[config.mk]
export PLATFORM = sky130hd
export DESIGN_NAME = scramble_loader
export DESIGN_NICKNAME = d
export VERILOG_FILES = /design/src/rtl/scramble_loader.sv
export SDC_FILE = /design/constraint.sdc
export NUM_CORES = 1
export LEC_CHECK = 0
export ABC_AREA = 1
export CAP_MARGIN = 20
export CORE_UTILIZATION = 37
export CTS_BUF_LIST = sky130_fd_sc_hd__clkbuf_8
export DETAILED_ROUTE_END_ITERATION = 10
export GPL_ROUTABILITY_DRIVEN = 0
export SETUP_SLACK_MARGIN = 0.02
export SYNTH_ARGS = -nofsm -noshare
export SYNTH_HDL_FRONTEND = slang
export SYNTH_SLANG_ARGS = --single-unit
export TNS_END_PERCENT = 20
[constraint.sdc]
create_clock -name clk -period 1.45 [get_ports clk]
set_input_delay 0.145 -clock clk [delete_from_list [all_inputs] [get_ports clk]]
set_output_delay 0.145 -clock clk [all_outputs]
set_load 0.02 [all_outputs]
[src/rtl/scramble_loader.sv]
// Pseudo-random load sequencer for the Scrambled Number SUM game: draws NUM_COUNT
// nibbles from a free-running LFSR, strobes each into its load register and sums them.
module scramble_loader #(
  parameter int         NUM_COUNT = 4,
  parameter logic [7:0] SEED      = 8'hA5
) (
  input  logic       clk,
  input  logic       rst,
  input  logic       start,
  output logic [3:0] data_out,
  output logic       ld,
  output logic [1:0] sel,
  output logic [5:0] sum,
  output logic       busy,
  output logic       done
);

  typedef enum logic [1:0] {
    IDLE = 2'd0,
    LOAD = 2'd1,
    GAP  = 2'd2,
    DONE = 2'd3
  } state_t;

  localparam logic [1:0] LAST_IDX = 2'(NUM_COUNT - 1);

  state_t     state, state_nxt;
  logic [7:0] lfsr;
  logic [1:0] idx;
  logic       feedback;

  assign feedback = lfsr[7] ^ lfsr[5] ^ lfsr[4] ^ lfsr[3];

  // The LFSR never pauses, so the cycle on which start arrives picks the sequence.
  always_ff @(posedge clk or negedge rst) begin
    if (!rst) begin
      lfsr <= SEED;
    end else begin
      lfsr <= {lfsr[6:0], feedback};
    end
  end

  always_ff @(posedge clk or negedge rst) begin
    if (!rst) begin
      state <= IDLE;
    end else begin
      state <= state_nxt;
    end
  end

  always_comb begin
    state_nxt = state;
    case (state)
      IDLE: if (start) state_nxt = LOAD;
      LOAD: state_nxt = (idx == LAST_IDX) ? DONE : GAP;
      GAP:  state_nxt = LOAD;
      DONE: state_nxt = IDLE;
      default: state_nxt = IDLE;
    endcase
  end

  // data_out/sel only change on entry to LOAD, so they are stable while ld is high.
  always_ff @(posedge clk or negedge rst) begin
    if (!rst) begin
      idx      <= 2'd0;
      data_out <= 4'd0;
      sel      <= 2'd0;
      sum      <= 6'd0;
    end else begin
      case (state)
        IDLE: begin
          if (start) begin
            idx      <= 2'd0;
            sum      <= 6'd0;
            data_out <= lfsr[3:0];
            sel      <= 2'd0;
          end
        end
        LOAD: begin
          sum <= sum + {2'b00, data_out};
          if (idx != LAST_IDX) begin
            idx <= idx + 2'd1;
          end
        end
        GAP: begin
          data_out <= lfsr[3:0];
          sel      <= idx;
        end
        default: begin
        end
      endcase
    end
  end

  assign ld   = (state == LOAD);
  assign done = (state == DONE);
  assign busy = (state != IDLE);

endmodule

Word level (Yosys, flattened, before mapping) --
Cells that the tools add are included. W data, S select, Z words.
Word-level totals: bits in registers 24, input port bits 3, output and inout port bits 15, logic and storage cells 36
Operators by class: add/sub/neg operators 2, equal/unequal tests 7, multiplexer cells 11, bitwise operators 3, reduce and logical (&&, ||, !) cells 7
Operator list (count):
- $pmux W6 S2 | 1
- $pmux W2 S2 | 2
- $pmux W2 S4 | 1
- $pmux W4 S2 | 1
- $add A6 B4 Y6 | 1
- $eq A2 B2 Y1 const B | 3
- $mux W2 | 3
- $mux W6 | 1
- $reduce_bool A2 Y1 | 3
- $mux W4 | 1
- $ne A2 B2 Y1 const B | 2
- $reduce_and A2 Y1 | 2
- $reduce_and A3 Y1 | 1
- $xor A1 B1 Y1 | 3
- $add A2 B1 Y2 const B | 1
- $eq A2 B1 Y1 const B | 1
- $logic_not A2 Y1 | 1
- $ne A2 B1 Y1 const B | 1
- $mux W1 | 1

Depth between registers and ports, before layout --
Gate-level depths: netlist (run 1).
word-level depth 3, mapped depth 8

Worst setup path before layout (run 1) --
OpenSTA, ideal clock, no wires.
path type register to register, from register data_out[0], to register sum[4], library setup time 0.121 ns, data arrival time 1.517 ns, path slack -0.189 ns, stages on the path, launching flop included 9, period minus slack after synthesis 1.639 ns, cell sequence dfrtp_1 -> ha_1 -> fa_1 -> nand2_1 -> nand2_1 -> a21oi_1 -> nand2_1 -> nand2_1 -> o21ai_1
Between the ends: word-level cells in the longest chain between the ends 2
Ends and longest elaborated chain:
- start, declared | line 10 | output logic [3:0] data_out,
- start signal, assigned | line 75 | data_out <= lfsr[3:0];
- start signal, assigned | line 86 | data_out <= lfsr[3:0];
- $add A6 B4 Y6 | line 80 | sum <= sum + {2'b00, data_out};
- $pmux W6 S2 | line 70 | case (state)
- end signal, assigned | line 80
- end, declared | line 13 | output logic [5:0] sum,
Every way passes these cells. A chain may end at the register's enable or synchronous reset.

Final worst setup path (run 1) --
from register sum[0], to register sum[4]
Between the ends: word-level cells in the longest chain between the ends 2
Ends and longest elaborated chain (line):
- $add A6 B4 Y6 | 80
- $pmux W6 S2 | 70
Every way passes these cells.

==> parameters.txt, run 1 <==
Parameter                              Value

Drt
  Average detailed-routed wire length per instance    12.0 um
  Number of violations reported at the end of detailed-routing iteration 0    6
  Post-DR vias/cell    4.79
  Initial DRT Pass Iterations    4
  Routed Wire Length    1980 um
  Total via count in the routed design    795
  Final routed DRC violation total    0
  Post-route ant nets    0

Finish
  Number of nets at the end of the flow    146
  Core Util, Final    53.6%
  Final cell count without fillers    166
  Area growth from synthesis to layout    32.1%
  Share of cells above drive strength 1    19.9%
  Final cell area excluding filler cells    1390 sq um
  Antenna cells    0

Global route
  Maximum number of pins on one net before global-route repair    25
  Total GRT Usage    15.0%
  Overflow left after global routing    0
  Number of global-route vias before repair    808
  Number of antenna violations at the first check in global routing    0
  First-pass GRT wire length    3460 um

Power
  Share of power burned in registers    40.0%
  Portion of total power attributed to the clock network    28.7%
  Sw Ratio    33.7%
  Comb power frac    31.3%
  Pwr Density    1450 nW/um^2
  Switching power of the nets    0.677 mW
  Standby leakage power    0.778 nW
  Total design power    2.01 mW
  Worst ir drop on vdd    1070 uV
  Internal power    1.33 mW

STA
  Number of hold-slack violations in the final timing report    0
  Max Slew Vio Count    0
  Setup tns final    -0.0264 ns
  Headroom to the max-slew limit    75.0%
  Highest clock frequency the design can meet    677 MHz
  Least setup slack across all paths after layout    -0.0264 ns
  Minimum clock period after layout    1.48 ns
  Unrepaired setup endpoints after global routing    yes
  Worst-Margin Slew    0.375 ns
  Worst-case clock skew    0.00311 ns
  Portion of the clock cycle consumed by the worst path in the final layout    102%
  Final-report setup violation count    1

Clocking
  Maximum level of the CTS H-tree    1
  Insertion delay of the later-clocked pin in the worst-skew pair    0.27 ns
  Maximum count of clock buffers along a single path    2
  Count of hold buffers inserted by post-cts repair    0
  Clock root buffer    sky130_fd_sc_hd__clkbuf_8
  Clock tree from TritonCTS    done
  Number of sinks driven by the clock tree    24
  Post-CTS Repair Setup Buffers    0
  Number of buffers created by CTS    3
  Clock Pin Slew Worst Setup and Hold Paths    0.08 ns

Critical path
  Endpoint class of the critical path    flop
  Nature of the critical path startpoint    flop
  WP data required    1.61 ns
  Maximum net fanout on the critical path    2
  Startpoint-to-endpoint class of the critical path    reg2reg
  Data arrival time of the critical path    1.63 ns

Synthesis
  Share of synthesized flip-flops with an asynchronous set or reset    100%
  EDFF count, synth    0
  Post-synthesis sequential element count    24
  Post-Synthesis Mean Instance Area    9.64 sq um
  Most frequent cell after synthesis    sky130_fd_sc_hd__nand2_1
  Combined area of all synthesized cells    1050 sq um
  Post-synthesis instance total    109
  Sequential element share of the synthesized area    57.6%
  Synthesis Warnings    0
  Syn_nets    118
  Most area-hungry cell type in the Yosys netlist    sky130_fd_sc_hd__dfrtp_1
  Largest cells by area after synthesis    sky130_fd_sc_hd__dfrtp_1 48%, sky130_fd_sc_hd__nand2_1 13%, sky130_fd_sc_hd__dfstp_2 10%
  Top cell type's share of synthesized area    47.6%
  Post-synthesis cell type count    20
  Most used flip-flop cell after synthesis    sky130_fd_sc_hd__dfrtp_1
  Leading cell types by count after synthesis    37 x sky130_fd_sc_hd__nand2_1, 20 x sky130_fd_sc_hd__dfrtp_1, 9 x sky130_fd_sc_hd__inv_1

Place
  # placed instances    162
  Count of buffers inserted at the top-level ports    17
  HPWL Detailed    1480 um
  Cell area after placement    1330 sq um

Floorplan
  Number of core rows    18
  Number of placed I/O pins    18
  Width of the chip    55.3 um
  Core Box Area    2590 sq um
  Die outline height    55.3 um
  Effective utilization at floorplan    40.6%
  Area of the die    3060 sq um

Min path
  Hold Crit Class    in2async

Outcome
  Failing checks    setup timing
  Outcome    finished with violations

Job
  Max capacitance violation total    0
## registers in the layout (all words and copies together) (netlist names)
signal / count
sum: 6
idx: 2
data_out: 4
lfsr: 8
sel: 2
state: 2
## stage by stage
step	setup slack [ns]	hold slack [ns]
final	-0.0264	0.236
after global routing	-0.164	0.272
after CTS	-0.0350	0.244
after detailed placement	-0.0203	0.348
after global placement	0.00410	0.340
after floorplan	-0.0374	-0.151
## cells in the final DEF (no fill, tap or decap), drive strengths merged
cell type	instances
a21oi	2
nand3	6
nand2	38
nand4	1
xor2	1
dfrtp	20
bufinv	1
buf	6
a22o	2
clkdlybuf4s50	5
dfstp	4
xnor2	2
clkbuf	3
o21ai	10
nor2	4
ha	5
dlymetal6s2s	2
fa	1
dlygate4sd2	10
inv	13
## worst paths after layout
check                                   start            endpoint  slack (ns)  cells past startpoint
max                        sum[0]$_DFFE_PN0P_  sum[4]$_DFFE_PN0P_       -0.03                      8
min                                       rst  sum[1]$_DFFE_PN0P_        0.24                      2
max reg2reg                sum[0]$_DFFE_PN0P_  sum[4]$_DFFE_PN0P_       -0.03                      8
min reg2reg                 lfsr[6]$_DFF_PN0_   lfsr[7]$_DFF_PN1_        0.37                      0
max in group asynchronous                 rst   lfsr[2]$_DFF_PN1_        0.93                      2
min in group clk            lfsr[6]$_DFF_PN0_   lfsr[7]$_DFF_PN1_        0.37                      0
## cells by family (layout without fill, tap and decap cells)
family,Yosys count,after routing,share of synthesized area [%]
fa+ha+maj,6,6,7.86
simple gates,49,49,18.7
flops,24,24,57.6
buf+inv,13,40,4.88
xor+xnor,3,3,2.50
compound gates,14,14,8.45
## metal layers
layer  GRT usage [%]  wire length (um)  vias to the layer above  share of wire, %
met2            23.1               907                       15                46
li1                -                 -                      400                 -
met1            19.4               960                      375                48
met5               0                 0                        -                 0
met3            2.81                58                        5               2.9
met4            9.64                57                        0               2.9
## repair_timing
item,CTS,global route
hold endpoints to repair,0,0
setup endpoints to repair,11,6
resized for setup,10,2
## final cells by class
class	instances	area [sq um]
Clock buffer	3	41.3
Clock inverter	1	30.0
Fill cell	248	1200
Inverter	13	51.3
Multi-Input combinational cell	72	413
Sequential cell	24	608
Tap cell	30	37.5
Timing Repair Buffer	23	208
## worst max-delay path, stage by stage, from the launching register on
cell and delay (ns):
sky130_fd_sc_hd__dfrtp_2 0.43, sky130_fd_sc_hd__ha_4 0.17, sky130_fd_sc_hd__fa_2 0.33, sky130_fd_sc_hd__nand2_1 0.08, sky130_fd_sc_hd__nand2_1 0.07, sky130_fd_sc_hd__a21oi_2 0.13, sky130_fd_sc_hd__nand2_1 0.06, sky130_fd_sc_hd__nand2_1 0.05
sky130_fd_sc_hd__o21ai_1 0.05
## power by group through the flow
stage                     clock network (mW)  logic [mW]  registers, mW
after CTS                              0.602       0.637          0.805
final                                  0.577       0.630          0.804
after global placement                     0       0.650          0.815
after detailed placement                   0       0.672          0.818
after floorplan                            0       0.364          0.844
after global routing                   0.622       0.697          0.816
Note: power is estimated with default switching activity, not from simulation.
==> inputs of run 2 (changes only) <==
--- a/config.mk
+++ b/config.mk
@@ -11,6 +11,8 @@
 export CTS_BUF_LIST = sky130_fd_sc_hd__clkbuf_8
 export DETAILED_ROUTE_END_ITERATION = 10
 export GPL_ROUTABILITY_DRIVEN = 0
+export HOLD_SLACK_MARGIN = 0.03
+export MAX_ROUTING_LAYER = met4
 export SETUP_SLACK_MARGIN = 0.02
 export SYNTH_ARGS = -nofsm -noshare
 export SYNTH_HDL_FRONTEND = slang
==> constraint.sdc (replaced) <==
create_clock -name clk -period 1.5 [get_ports clk]
set_input_delay 0.15 -clock clk [delete_from_list [all_inputs] [get_ports clk]]
set_output_delay 0.15 -clock clk [all_outputs]
set_load 0.02 [all_outputs]
==> run 2 against run 1 <==
  * The run still ends with setup timing left
  * Sequential power decreased by 3.2%
  * Combinational power decreased by 5.4%
  * Non-clock buffer count is 4 lower
  * Sequential share of layout area up 0.56 points
  * Power shrank 3.3%
  * First-iteration DRC count grew 100%
  * Highest routed layer unchanged
==> parameters.txt, run 2 (synthesized netlist as in run 1, its figures left out) <==
Parameter                              Value

STA
  Unrepaired setup endpoints after global routing    yes
  Headroom to the max-slew limit    74.6%
  Portion of the clock cycle consumed by the worst path in the final layout    102%
  Setup tns final    -0.0306 ns
  Minimum clock period after layout    1.53 ns
  Max Slew Vio Count    0
  Final-report setup violation count    1
  Worst-Margin Slew    0.380 ns
  Least setup slack across all paths after layout    -0.0306 ns
  Worst-case clock skew    0.00408 ns
  Number of hold-slack violations in the final timing report    0
  Highest clock frequency the design can meet    653 MHz
  Tightest hold margin    0.235 ns

Floorplan
  Number of core rows    18
  Area of the die    3060 sq um
  Core Box Area    2590 sq um
  Die outline height    55.3 um
  Number of placed I/O pins    18
  Effective utilization at floorplan    40.6%
  Width of the chip    55.3 um

Drt
  Number of violations reported at the end of detailed-routing iteration 0    12
  Total via count in the routed design    805
  Post-route ant nets    0
  Final routed DRC violation total    0
  Post-DR vias/cell    4.97
  Routed Wire Length    2020 um
  Average detailed-routed wire length per instance    12.5 um
  Initial DRT Pass Iterations    4

Critical path
  CP peak stage delay    0.44 ns
  Cell chain of the critical path    ha_4 -> fa_2 -> nand2_2 -> nand2_2 -> a21oi_2 -> nand2_1 -> nand2_1 -> o21ai_1
  Endpoint class of the critical path    flop
  Buf/Inv on CP    0
  WP data required    1.66 ns
  Start point of the critical path    sum[0]$_DFFE_PN0P_
  Nature of the critical path startpoint    flop
  Kind of cell adding the most delay to the critical path    adder cells
  Depth of the worst register-to-register path    8
  Startpoint of the worst register-to-register path    sum[0]$_DFFE_PN0P_
  RR Endpoint    sum[4]$_DFFE_PN0P_
  Startpoint-to-endpoint class of the critical path    reg2reg
  Reg-to-reg setup timing slack    -0.03 ns
  Worst-path cell with the longest stage delay    sky130_fd_sc_hd__dfrtp_2
  Data arrival time of the critical path    1.69 ns
  Maximum net fanout on the critical path    3

Finish
  Largest register by flop count    lfsr
  Number of nets at the end of the flow    142
  Biggest regs    lfsr x8, sum x6, data_out x4
  Final cell count without fillers    162
  Final cell area excluding filler cells    1370 sq um
  Core Util, Final    52.9%
  Antenna cells    0
  Most common cell after layout, fill and taps aside    sky130_fd_sc_hd__nand2_1
  Layout filler cell count    241
  Share of cells above drive strength 1    18.9%
  Commonest non-fill, non-tap cells in the layout    35 x sky130_fd_sc_hd__nand2_1, 18 x sky130_fd_sc_hd__dfrtp_1, 9 x sky130_fd_sc_hd__inv_1
  Area used by sequential logic in the layout    608 sq um
  Flip-flop count of the largest register after layout    8
  Total area of multi-input combinational cells    418 sq um
  Area growth from synthesis to layout    30.5%

Global route
  Maximum number of pins on one net before global-route repair    25
  Number of global-route vias before repair    771
  Global routing usage on met3    4.68%
  Most congested layer reported by global routing    met2
  Total GRT Usage    14.6%
  Met2 global-route usage    21.2%
  Number of antenna violations at the first check in global routing    0
  First-pass GRT wire length    3350 um
  Overflow left after global routing    0
  Global-route met1 utilization    18.7%

Clocking
  Count of hold buffers inserted by post-cts repair    0
  Maximum level of the CTS H-tree    1
  Post-CTS Repair Setup Buffers    0
  Clock Pin Slew Worst Setup and Hold Paths    0.09 ns
  Maximum count of clock buffers along a single path    2
  Insertion delay of the later-clocked pin in the worst-skew pair    0.27 ns
  Clock root buffer    sky130_fd_sc_hd__clkbuf_8
  Number of sinks driven by the clock tree    24
  Clock tree from TritonCTS    done
  Number of buffers created by CTS    3

Power
  Pwr Density    1420 nW/um^2
  Standby leakage power    0.756 nW
  Worst ir drop on vdd    838 uV
  Total design power    1.95 mW

Job
  Max capacitance violation total    0

Outcome
  Outcome    finished with violations
  Failing checks    setup timing

Min path
  Hold Crit Class    in2async

Place
  # placed instances    158
  HPWL Detailed    1470 um
  Count of buffers inserted at the top-level ports    17
  Cell area after placement    1290 sq um
  Pre-CTS setup slack    -0.00354 ns
==> run 2: timing repair <==
action                     4_1_cts  5_1_grt
pin swaps                        0        1
setup endpoints to repair        7        5
resized for setup                6        5
cloned                           0        0
==> run 2: per-layer routing <==
metal  share of wire (%)  vias up
li1                    -      394
met1                  48      383
met2                  45       23
met3                 4.9        5
met4                 1.7        0
met5                   0        -
==> run 2: final cells by class <==
cell class / count / area share [%]
Inverter: 13 / 3.74
Multi-Input combinational cell: 72 / 30.5
Clock buffer: 3 / 3.01
Timing Repair Buffer: 19 / 13.5
Tap cell: 30 / 2.74
Sequential cell: 24 / 44.3
Clock inverter: 1 / 2.19
==> run 2: worst register-to-register path, cell delays in order (launching register included) <==
cell	delay, ns
sky130_fd_sc_hd__dfrtp_2	0.44
sky130_fd_sc_hd__ha_4	0.18
sky130_fd_sc_hd__fa_2	0.35
sky130_fd_sc_hd__nand2_2	0.09
sky130_fd_sc_hd__nand2_2	0.05
sky130_fd_sc_hd__a21oi_2	0.15
sky130_fd_sc_hd__nand2_1	0.06
sky130_fd_sc_hd__nand2_1	0.06
sky130_fd_sc_hd__o21ai_1	0.05
==> run 2: how the worst max path moves through the flow <==
| stage | slack (ns) | end | depth (start not counted) |
|---|---|---|---|
| after floorplan | 0.01 | sum[4]$_DFFE_PN0P_ | 8 |
| after global placement | 0.04 | sum[4]$_DFFE_PN0P_ | 8 |
| after detailed placement | -0.004 | sum[4]$_DFFE_PN0P_ | 8 |
| after CTS | -0.02 | sum[4]$_DFFE_PN0P_ | 8 |
| after global routing | -0.11 | sum[4]$_DFFE_PN0P_ | 8 |
| final | -0.03 | sum[4]$_DFFE_PN0P_ | 8 |
==> run 2: power by group <==
group / internal [mW] / leakage [nW] / switching (mW)
Sequential: 0.720 / 0.311 / 0.0578
Clock: 0.357 / 0.0357 / 0.215
Combinational: 0.213 / 0.408 / 0.383
Total: 1.29 / 0.756 / 0.656
==> inputs of run 3 (changes only) <==
--- a/config.mk
+++ b/config.mk
@@ -11,9 +11,9 @@
 export CTS_BUF_LIST = sky130_fd_sc_hd__clkbuf_8
 export DETAILED_ROUTE_END_ITERATION = 10
 export GPL_ROUTABILITY_DRIVEN = 0
-export HOLD_SLACK_MARGIN = 0.03
 export MAX_ROUTING_LAYER = met4
 export SETUP_SLACK_MARGIN = 0.02
+export SKIP_CTS_REPAIR_TIMING = 1
 export SYNTH_ARGS = -nofsm -noshare
 export SYNTH_HDL_FRONTEND = slang
 export SYNTH_SLANG_ARGS = --single-unit
==> run 3 against run 2 <==
  * The flow still finishes with violations (setup timing)
  * Power is 1.1% higher
  * Fmax up 0.79%
  * Largest power group unchanged
  * Global-route usage down 0.052 points
  * Final cell count stayed put
  * Non-clock buffer count unchanged
  * Sequential power about the same
  * Clock-buffer cell count unchanged
  * Routed wire length is 1.4% lower
  * Register-to-register slack barely moved
  * Clock skew about the same
==> parameters.txt, run 3 (synthesized netlist as in run 1, its figures left out) <==
Parameter                              Value

Global route
  First-pass GRT wire length    3330 um
  Maximum number of pins on one net before global-route repair    25
  Total GRT Usage    14.5%
  Number of global-route vias before repair    765
  Number of antenna violations at the first check in global routing    0
  Overflow left after global routing    0

Finish
  Share of cells above drive strength 1    17.4%
  Antenna cells    0
  Most common cell after layout, fill and taps aside    sky130_fd_sc_hd__nand2_1
  Largest register by flop count    lfsr
  Core Util, Final    53.6%
  Biggest regs    lfsr x8, sum x6, data_out x4
  Final cell area excluding filler cells    1390 sq um
  Flip-flop count of the largest register after layout    8
  Number of nets at the end of the flow    142
  Area growth from synthesis to layout    32.1%
  Commonest non-fill, non-tap cells in the layout    37 x sky130_fd_sc_hd__nand2_1, 18 x sky130_fd_sc_hd__dfrtp_1, 9 x sky130_fd_sc_hd__inv_1, 9 x sky130_fd_sc_hd__dlymetal6s2s_1, 8 x sky130_fd_sc_hd__clkdlybuf4s50_1
  Layout filler cell count    241

STA
  Least setup slack across all paths after layout    -0.0186 ns
  Highest clock frequency the design can meet    658 MHz
  Worst-case clock skew    0.00392 ns
  Headroom to the max-slew limit    74.7%
  Max Slew Vio Count    0
  Setup tns final    -0.0186 ns
  Number of hold-slack violations in the final timing report    0
  Minimum clock period after layout    1.52 ns
  Unrepaired setup endpoints after global routing    yes
  Portion of the clock cycle consumed by the worst path in the final layout    101%
  Final-report setup violation count    1
  Worst-Margin Slew    0.380 ns

Clocking
  Clock tree from TritonCTS    done
  Number of sinks driven by the clock tree    24
  Number of buffers created by CTS    3
  Maximum count of clock buffers along a single path    2
  Clock root buffer    sky130_fd_sc_hd__clkbuf_8
  Maximum level of the CTS H-tree    1
  Clock Pin Slew Worst Setup and Hold Paths    0.09 ns
  Insertion delay of the later-clocked pin in the worst-skew pair    0.27 ns

Drt
  Total via count in the routed design    798
  Average detailed-routed wire length per instance    12.3 um
  Initial DRT Pass Iterations    4
  Routed Wire Length    2000 um
  Number of violations reported at the end of detailed-routing iteration 0    14
  Post-route ant nets    0
  Final routed DRC violation total    0
  Post-DR vias/cell    4.93

Place
  Cell area after placement    1290 sq um
  HPWL Detailed    1470 um
  Count of buffers inserted at the top-level ports    17

Critical path
  Reg-to-reg setup timing slack    -0.02 ns
  Nature of the critical path startpoint    flop
  Endpoint class of the critical path    flop
  Maximum net fanout on the critical path    3
  Startpoint of the worst register-to-register path    sum[0]$_DFFE_PN0P_
  Startpoint-to-endpoint class of the critical path    reg2reg
  RR Endpoint    sum[4]$_DFFE_PN0P_
  Data arrival time of the critical path    1.68 ns
  WP data required    1.66 ns
  Depth of the worst register-to-register path    8

Floorplan
  Core Box Area    2590 sq um
  Area of the die    3060 sq um
  Die outline height    55.3 um
  Number of placed I/O pins    18
  Width of the chip    55.3 um
  Effective utilization at floorplan    40.6%
  Number of core rows    18

Power
  Worst ir drop on vdd    838 uV
  Total design power    1.97 mW
  Pwr Density    1420 nW/um^2
  Standby leakage power    0.826 nW

Min path
  Hold Crit Class    in2async

Job
  Max capacitance violation total    0

Outcome
  Failing checks    setup timing
  Outcome    finished with violations
run 3: cell count changes in the layout (fill, tap and decap cells not counted), sizes merged:
cell / before / now
dlygate4sd2: 6 / 0
dlymetal6s2s: 3 / 9
run 3: worst max-delay path by stage:
| stage | start | to | slack [ns] |
|---|---|---|---|
| after CTS | state[1]$_DFFE_PN0P_ | ld | -0.19 |
| final | sum[0]$_DFFE_PN0P_ | sum[4]$_DFFE_PN0P_ | -0.02 |
| after detailed placement | sum[0]$_DFFE_PN0P_ | sum[4]$_DFFE_PN0P_ | -0.004 |
| after floorplan | sum[0]$_DFFE_PN0P_ | sum[4]$_DFFE_PN0P_ | 0.01 |
| after global routing | sum[0]$_DFFE_PN0P_ | sum[4]$_DFFE_PN0P_ | -0.10 |
| after global placement | sum[0]$_DFFE_PN0P_ | sum[4]$_DFFE_PN0P_ | 0.04 |
run 3: through the flow:
| step | cells | hold slack [ns] | setup WS (ns) |
|---|---|---|---|
| after floorplan | 109 | -0.146 | 0.0126 |
| after global placement | 158 | 0.344 | 0.0353 |
| after detailed placement | 158 | 0.342 | -0.00354 |
| after CTS | 162 | 0.247 | -0.188 |
| after global routing | 162 | 0.272 | -0.101 |
| final | 162 | 0.235 | -0.0186 |
run 3: layer usage:
metal	routed length (um)	global-route usage, %
met1	980	18.7
met4	35	6.43
met3	93	4.68
met2	887	21.0
met5	0	-
run 3: power by group:
group	total, mW	internal (mW)	switching, mW
logic	0.618	0.234	0.383
registers	0.778	0.720	0.0578
clock network	0.571	0.357	0.215
run 3: critical path, cell delays in order, from the launching register on:
cell and delay (ns):
sky130_fd_sc_hd__dfrtp_2 0.44, sky130_fd_sc_hd__ha_4 0.18, sky130_fd_sc_hd__fa_2 0.34, sky130_fd_sc_hd__nand2_1 0.08, sky130_fd_sc_hd__nand2_1 0.07, sky130_fd_sc_hd__a21oi_2 0.14
sky130_fd_sc_hd__nand2_1 0.06, sky130_fd_sc_hd__nand2_1 0.06, sky130_fd_sc_hd__o21ai_1 0.05
run 3: cell type report:
cell class	count	area (sq um)	area share [%]
Sequential cell	24	608	43.8
Multi-Input combinational cell	72	413	29.7
Timing Repair Buffer	19	208	15.0
Inverter	13	51.3	3.69
Clock buffer	3	41.3	2.97
Tap cell	30	37.5	2.70
Clock inverter	1	30.0	2.16
